[config.mk]
export PLATFORM = sky130hd
export DESIGN_NAME = usb_blaster_cmd_engine
export DESIGN_NICKNAME = d
export VERILOG_FILES = /design/src/rtl/usb_blaster_cmd_engine.sv
export SDC_FILE = /design/constraint.sdc
export NUM_CORES = 1
export LEC_CHECK = 0
export CORE_ASPECT_RATIO = 2
export CORE_MARGIN = 3
export CORE_UTILIZATION = 34
export CTS_CLUSTER_DIAMETER = 200
export DETAILED_ROUTE_END_ITERATION = 10
export PLACE_DENSITY_LB_ADDON = 0.15
export SYNTH_ARGS = -nofsm -noshare
export SYNTH_HDL_FRONTEND = slang
export SYNTH_SLANG_ARGS = --single-unit
[constraint.sdc]
create_clock -name CLK -period 4.24 [get_ports CLK]
set_clock_uncertainty 0.2 [all_clocks]
set_input_delay 0.848 -clock CLK [delete_from_list [all_inputs] [get_ports CLK]]
set_output_delay 0.848 -clock CLK [all_outputs]
set_load 0.005 [all_outputs]
[src/rtl/usb_blaster_cmd_engine.sv]
// USB-Blaster command engine: pulls host command bytes from the RX FIFO, drives the
// JTAG/AS pins in bit-bang or byte-shift mode, and pushes read-back bytes to the TX FIFO.
module usb_blaster_cmd_engine #(
    parameter int unsigned TCK_HALF = 2  // TCK half-period in CLK cycles, 1..255
) (
    input  logic       CLK,
    input  logic       nRST,
    input  logic       RX_EMPTY,
    output logic       RX_RD_REQ,
    input  logic [7:0] RX_DATA,
    input  logic       TX_FULL,
    output logic       TX_WR_REQ,
    output logic [7:0] TX_DATA,
    output logic       TCK,
    output logic       TMS,
    output logic       TDI,
    input  logic       TDO,
    output logic       NCE,
    output logic       NCS,
    input  logic       ASDO,
    output logic       LED
);

    typedef enum logic [3:0] {
        StIdle,
        StFetch,
        StDecode,
        StBbSample,
        StBbReply,
        StShFetch,
        StShLoad,
        StShLow,
        StShHigh,
        StShReply
    } state_e;

    localparam logic [7:0] TmrLast = 8'(TCK_HALF - 1);

    state_e     state_q, state_d;
    logic       rx_rd_q, rx_rd_d;
    logic       tx_wr_q, tx_wr_d;
    logic [7:0] tx_data_q, tx_data_d;
    logic       tck_q, tck_d;
    logic       tms_q, tms_d;
    logic       tdi_q, tdi_d;
    logic       nce_q, nce_d;
    logic       ncs_q, ncs_d;
    logic       led_q, led_d;
    logic       rd_mode_q, rd_mode_d;  // byte-shift command wants read-back
    logic [5:0] cnt_q, cnt_d;          // bytes left in the current byte-shift command
    logic [7:0] sh_q, sh_d;            // byte being shifted out on TDI
    logic [2:0] bit_q, bit_d;
    logic [7:0] tmr_q, tmr_d;          // half-period timer
    logic [7:0] resp_q, resp_d;
    logic [2:0] bit_nxt;

    assign bit_nxt = bit_q + 3'd1;

    // State and registered outputs, synchronous active-low reset.
    always_ff @(posedge CLK) begin
        if (!nRST) begin
            state_q   <= StIdle;
            rx_rd_q   <= 1'b0;
            tx_wr_q   <= 1'b0;
            tx_data_q <= 8'h00;
            tck_q     <= 1'b0;
            tms_q     <= 1'b0;
            tdi_q     <= 1'b0;
            nce_q     <= 1'b1;
            ncs_q     <= 1'b1;
            led_q     <= 1'b0;
            rd_mode_q <= 1'b0;
            cnt_q     <= 6'd0;
            sh_q      <= 8'h00;
            bit_q     <= 3'd0;
            tmr_q     <= 8'd0;
            resp_q    <= 8'h00;
        end else begin
            state_q   <= state_d;
            rx_rd_q   <= rx_rd_d;
            tx_wr_q   <= tx_wr_d;
            tx_data_q <= tx_data_d;
            tck_q     <= tck_d;
            tms_q     <= tms_d;
            tdi_q     <= tdi_d;
            nce_q     <= nce_d;
            ncs_q     <= ncs_d;
            led_q     <= led_d;
            rd_mode_q <= rd_mode_d;
            cnt_q     <= cnt_d;
            sh_q      <= sh_d;
            bit_q     <= bit_d;
            tmr_q     <= tmr_d;
            resp_q    <= resp_d;
        end
    end

    // Next-state logic; strobes default low so each is a single-cycle pulse.
    always_comb begin
        state_d   = state_q;
        rx_rd_d   = 1'b0;
        tx_wr_d   = 1'b0;
        tx_data_d = tx_data_q;
        tck_d     = tck_q;
        tms_d     = tms_q;
        tdi_d     = tdi_q;
        nce_d     = nce_q;
        ncs_d     = ncs_q;
        led_d     = led_q;
        rd_mode_d = rd_mode_q;
        cnt_d     = cnt_q;
        sh_d      = sh_q;
        bit_d     = bit_q;
        tmr_d     = tmr_q;
        resp_d    = resp_q;

        unique case (state_q)
            StIdle: begin
                if (!RX_EMPTY) begin
                    rx_rd_d = 1'b1;
                    state_d = StFetch;
                end
            end
            StFetch: state_d = StDecode;
            StDecode: begin
                if (!RX_DATA[7]) begin
                    tck_d   = RX_DATA[0];
                    tms_d   = RX_DATA[1];
                    nce_d   = RX_DATA[2];
                    ncs_d   = RX_DATA[3];
                    tdi_d   = RX_DATA[4];
                    led_d   = RX_DATA[5];
                    state_d = RX_DATA[6] ? StBbSample : StIdle;
                end else begin
                    cnt_d     = RX_DATA[5:0];
                    rd_mode_d = RX_DATA[6];
                    tck_d     = 1'b0;
                    state_d   = (RX_DATA[5:0] == 6'd0) ? StIdle : StShFetch;
                end
            end
            // Pins were updated on entry; sample the target one cycle later.
            StBbSample: begin
                resp_d  = {6'b0, ASDO, TDO};
                state_d = StBbReply;
            end
            StBbReply: begin
                if (!TX_FULL) begin
                    tx_wr_d   = 1'b1;
                    tx_data_d = resp_q;
                    state_d   = StIdle;
                end
            end
            // The read strobe is issued from here; its data arrives in StShLoad.
            StShFetch: begin
                if (rx_rd_q) begin
                    state_d = StShLoad;
                end else if (!RX_EMPTY) begin
                    rx_rd_d = 1'b1;
                end
            end
            StShLoad: begin
                sh_d    = RX_DATA;
                bit_d   = 3'd0;
                resp_d  = 8'h00;
                tmr_d   = 8'd0;
                tdi_d   = RX_DATA[0];
                tck_d   = 1'b0;
                state_d = StShLow;
            end
            StShLow: begin
                if (tmr_q == TmrLast) begin
                    tmr_d   = 8'd0;
                    tck_d   = 1'b1;
                    state_d = StShHigh;
                end else begin
                    tmr_d = tmr_q + 8'd1;
                end
            end
            StShHigh: begin
                if (tmr_q == 8'd0) begin
                    resp_d[bit_q] = TDO;
                end
                if (tmr_q == TmrLast) begin
                    tmr_d = 8'd0;
                    tck_d = 1'b0;
                    if (bit_q != 3'd7) begin
                        bit_d   = bit_nxt;
                        tdi_d   = sh_q[bit_nxt];
                        state_d = StShLow;
                    end else begin
                        cnt_d = cnt_q - 6'd1;
                        if (rd_mode_q) begin
                            state_d = StShReply;
                        end else begin
                            state_d = (cnt_q == 6'd1) ? StIdle : StShFetch;
                        end
                    end
                end else begin
                    tmr_d = tmr_q + 8'd1;
                end
            end
            StShReply: begin
                if (!TX_FULL) begin
                    tx_wr_d   = 1'b1;
                    tx_data_d = resp_q;
                    state_d   = (cnt_q == 6'd0) ? StIdle : StShFetch;
                end
            end
            default: state_d = StIdle;
        endcase
    end

    assign RX_RD_REQ = rx_rd_q;
    assign TX_WR_REQ = tx_wr_q;
    assign TX_DATA   = tx_data_q;
    assign TCK       = tck_q;
    assign TMS       = tms_q;
    assign TDI       = tdi_q;
    assign NCE       = nce_q;
    assign NCS       = ncs_q;
    assign LED       = led_q;

endmodule

==> out/summary.md <==
The timing endpoint of the critical path was cnt_q[4]. Number of buffers on the longest clock path: 2. In this run the horizontal extent of the chip is 71.98 um. Dividing the final minimum period by the clock period gives 67.14%. Each instance of the synthesized netlist takes up on average 8.434 sq um.

The run gives 0 as the max-slew violation total from the final report. The tightest min-delay check is of the reg2reg type. The flow ran to the end, and the final reports show no timing, DRC or antenna violations. The tools report the cell chosen for the clock root as sky130_fd_sc_hd__clkbuf_16. The die boundary height was 138.0 um; the top-level port count was 30. The clock reaches the later pin of the worst-skew pair after 300 ps.

The run gives 1390 ps as the flop-to-flop setup slack. The highest metal layer with signal wires is met4. The met1 wire length is 3373 um. For the number of endpoints with negative hold slack in the final report, the log shows 0.

The count of buffer and inverter cells on the critical path is 1. The core region is 0.008351 sq mm. Summed over all nets, the half-perimeter wirelength after detailed placement is 5744 um. Primary flip-flop cell chosen by synthesis mapping: sky130_fd_sc_hd__dfxtp_1.

The floorplan has 47 rows. The tools report the worst path required time as 4230 ps. The smallest clock period supported by the final layout is computed as 2847 ps. The largest driver fanout on the critical path is 8, and the routed length per placed instance is 17.09 um. The register bit count reported by yosys was 54; the number of clock buffers inserted by TritonCTS was 5.

For the via count of the first global-routing pass, the log shows 2497. Once the clock tree was built, the resizer swapped 0 gates to a different size. The tools report the launch point of the worst path as RX_DATA[7]. The antenna diode instance count was 0; the aggregate global routing overflow was 0. Counting buffers and inverters, the worst setup path is 6 cells deep. The power density over the cells is 372.8 mW/mm^2. The relative slew slack was 52.54%; the number of cells on the worst reg-to-reg path was 7. After synthesis the cells add up to 0.002960 sq mm. In the detailed route, the total length drawn on met2 is 4261 um.

For this design the static power due to leakage is 1.300 nW. The run gives 0.009930 sq mm as the area enclosed by the die boundary. Gate family responsible for the most delay along the worst path: compound AO/OA/AOI/OAI gates. For the maximum number of pins on one net before global-route repair, the log shows 37.

In this run, synthesis inferred 0 flip-flops with an integrated enable. The routability-driven placement congestion ratio is 0.8465. The data arrival at the endpoint of the critical path was 2840 ps. The number of detailed-route iterations in the first pass is 5, and the proportion of register bits with asynchronous set or reset after synthesis is 0%. In this run, distinct cell masters in the synthesized netlist total 58.

The tools report the launch point of the worst hold path as sh_q[0]. In the layout the commonest cells are 54 x sky130_fd_sc_hd__dfxtp_1, 51 x sky130_fd_sc_hd__nand2_1, 34 x sky130_fd_sc_hd__nor2_1. The maximum clock frequency is 0.3513 GHz. TritonCTS built the clock tree. Of the cells placed in the final design, the portion with a size suffix greater than 1 is 8.378%. The starting density of the core was 35.45%; the number of failing setup endpoints in the final timing report was 0. Hold repair after CTS inserted 0 buffers. During synthesis, Yosys emitted a total of 0 warnings.

The maximum level of the CTS H-tree was 2; the number of remaining DRC errors was 0. The worst stage delay on the critical path works out to 610 ps. The detailed-routed wire length on met3 is 238 um, and the sum of negative setup slack is 0 ps. Across the run, the number of max-cap violations was 0. After the first detailed-routing iteration, the DRC count stood at 117. For the number of clock sinks, the log shows 54. Origin of the critical flop-to-flop path: bit_q[0]. Using the TritonRoute via totals, the vias-per-cell ratio works out to 5.545. The kind of end point of the critical path is a flip-flop.

VDD sags by at most 0.0001982 V. The critical path goes through clkdlybuf4s50_1 > nand3b_1 > a21boi_0 > a21boi_2 > o21ai_0 > a31o_2. For this block, the via count after detailed routing is 2595. Sequential elements use 36.52% of the synthesized area. After the last flow step, the layout net total stands at 391. For this run, the share of the core covered by cells in the final layout is 41.25%. The synthesized netlist net count was 373; the clock transition at the registers of the reported paths was 70 ps.

Global routing usage summed across all routing layers: 16.82%. Setup repair after global routing left no endpoint under its margin. The tools report the initial antenna violation count as 0. The worst setup path is launched from an input port.

Input and output buffers added on the ports amount to 29. Most common library cell in the layout ignoring fill and taps: sky130_fd_sc_hd__dfxtp_1. From synthesis to final layout, the design area changed by 16.36%.

After detailed routing, the total wire length is 7996 um. The run gives 0 as the number of antenna-violating nets in the routed design. The number of buffers inserted to repair setup after CTS was 0; the worst-margin pin slew was 710.9 ps. The first global-routing pass estimated 13030 um of wire. The endpoint identified for the worst register-to-register timing path is cnt_q[4]. The category of the most critical setup path was in2reg. Synthesis handed over a netlist of 351 instances. For this design, the slowest cell found on the critical path is sky130_fd_sc_hd__clkdlybuf4s50_1.
## metrics by stage
step	total power (W)	setup WS, ps	instances	hold WS [ps]	cell area, sq um
finish	0.001284	1393	468	255.5	3445
floorplan	0.0007807	1754	351	233.1	2960
CTS	0.001293	1411	468	257.5	3445
global placement	0.0008542	1155	460	243.5	3289
global route	0.001347	1152	468	282.4	3445
detailed placement	0.0008551	1119	460	247.4	3289
## cell usage after synthesis, types with 2 or more instances
library cell,n,area share (%)
sky130_fd_sc_hd__dfxtp_1,54,37
sky130_fd_sc_hd__nand2_1,51,6.5
sky130_fd_sc_hd__nor2_1,34,4.3
sky130_fd_sc_hd__a21oi_1,28,4.7
sky130_fd_sc_hd__mux2i_1,20,6.8
sky130_fd_sc_hd__o21ai_0,16,2.7
sky130_fd_sc_hd__clkbuf_1,14,1.8
sky130_fd_sc_hd__nand3_1,12,2.0
sky130_fd_sc_hd__inv_1,9,1.1
sky130_fd_sc_hd__ha_1,8,3.4
sky130_fd_sc_hd__nand3b_1,7,1.8
sky130_fd_sc_hd__nor2b_1,6,1.3
sky130_fd_sc_hd__nor3_1,6,1.0
sky130_fd_sc_hd__and2_1,5,1.1
sky130_fd_sc_hd__a21boi_0,4,1.0
sky130_fd_sc_hd__and3_1,4,0.85
sky130_fd_sc_hd__nor4_1,4,0.85
sky130_fd_sc_hd__a311oi_1,3,0.89
sky130_fd_sc_hd__a31o_2,3,0.89
sky130_fd_sc_hd__buf_6,3,1.1
sky130_fd_sc_hd__nand4b_1,3,0.89
sky130_fd_sc_hd__nor3b_1,3,0.76
sky130_fd_sc_hd__nor4b_1,3,0.89
sky130_fd_sc_hd__o211a_1,3,1.0
sky130_fd_sc_hd__o21a_1,3,0.76
sky130_fd_sc_hd__or3b_2,3,0.89
sky130_fd_sc_hd__a2111oi_0,2,0.59
sky130_fd_sc_hd__a211o_1,2,0.59
sky130_fd_sc_hd__buf_2,2,0.34
sky130_fd_sc_hd__clkbuf_2,2,0.34
sky130_fd_sc_hd__mux4_2,2,1.5
sky130_fd_sc_hd__nand4_1,2,0.42
sky130_fd_sc_hd__o22ai_1,2,0.42
sky130_fd_sc_hd__o311a_1,2,0.68
sky130_fd_sc_hd__o41ai_1,2,0.59
sky130_fd_sc_hd__or4_1,2,0.51
## worst min path at each step
stage	end	depth (start not counted)
after global placement	sh_q[4]	2
after detailed placement	sh_q[0]	2
after floorplan	sh_q[0]	2
after global routing	sh_q[0]	2
final	sh_q[0]	2
after CTS	sh_q[0]	2
## logic make-up after synthesis
logic type / synth area share, %
compound gates: 20.37
xor+xnor: 0.2959
fa+ha+maj: 3.381
buf+inv: 5.114
flops: 36.52
mux: 8.284
simple gates: 26.04
## where the power goes
group | total [W] | internal (W) | switching [W]
Combinational | 0.000257 | 0.000123 | 0.000135
Clock | 0.000436 | 0.000238 | 0.000198
Sequential | 0.000591 | 0.000530 | 0.0000606
## area by class of cell
cell class,count,area [sq um]
multi-input cells,265,1728
inverters,10,37.54
clock buffers,6,138.9
flip-flops and latches,54,1081
fillers,912,4906
repair buffers,33,320.3
well taps,98,122.6
clock inverters,2,16.27
## sequential cells by signal, summed over array words and instances, names as in the netlist
register   flops
bit_q          3
LED            1
NCS            1
TX_DATA        8
cnt_q          6
TMS            1
TCK            1
NCE            1
TDI            1
tmr_q          8
TX_WR_REQ      1
RX_RD_REQ      1
state_q        4
resp_q         8
sh_q           8
rd_mode_q      1
## worst register-to-register path, delay by kind of cell (launching register included)
family	cells	cell delay, ps
AND/OR/NAND/NOR	1	110
adder cells (fa/ha/maj)	2	570
flip-flops	1	600
AO/OA/AOI/OAI	4	1240
## routing by layer
metal / track usage [%] / vias up
met2: 30.94 / 49
met3: 2.830 / 9
met4: 6.067 / 0
li1: - / 1301
met1: 19.07 / 1236
met5: 0 / -
Note: power is estimated with default switching activity, not from simulation.
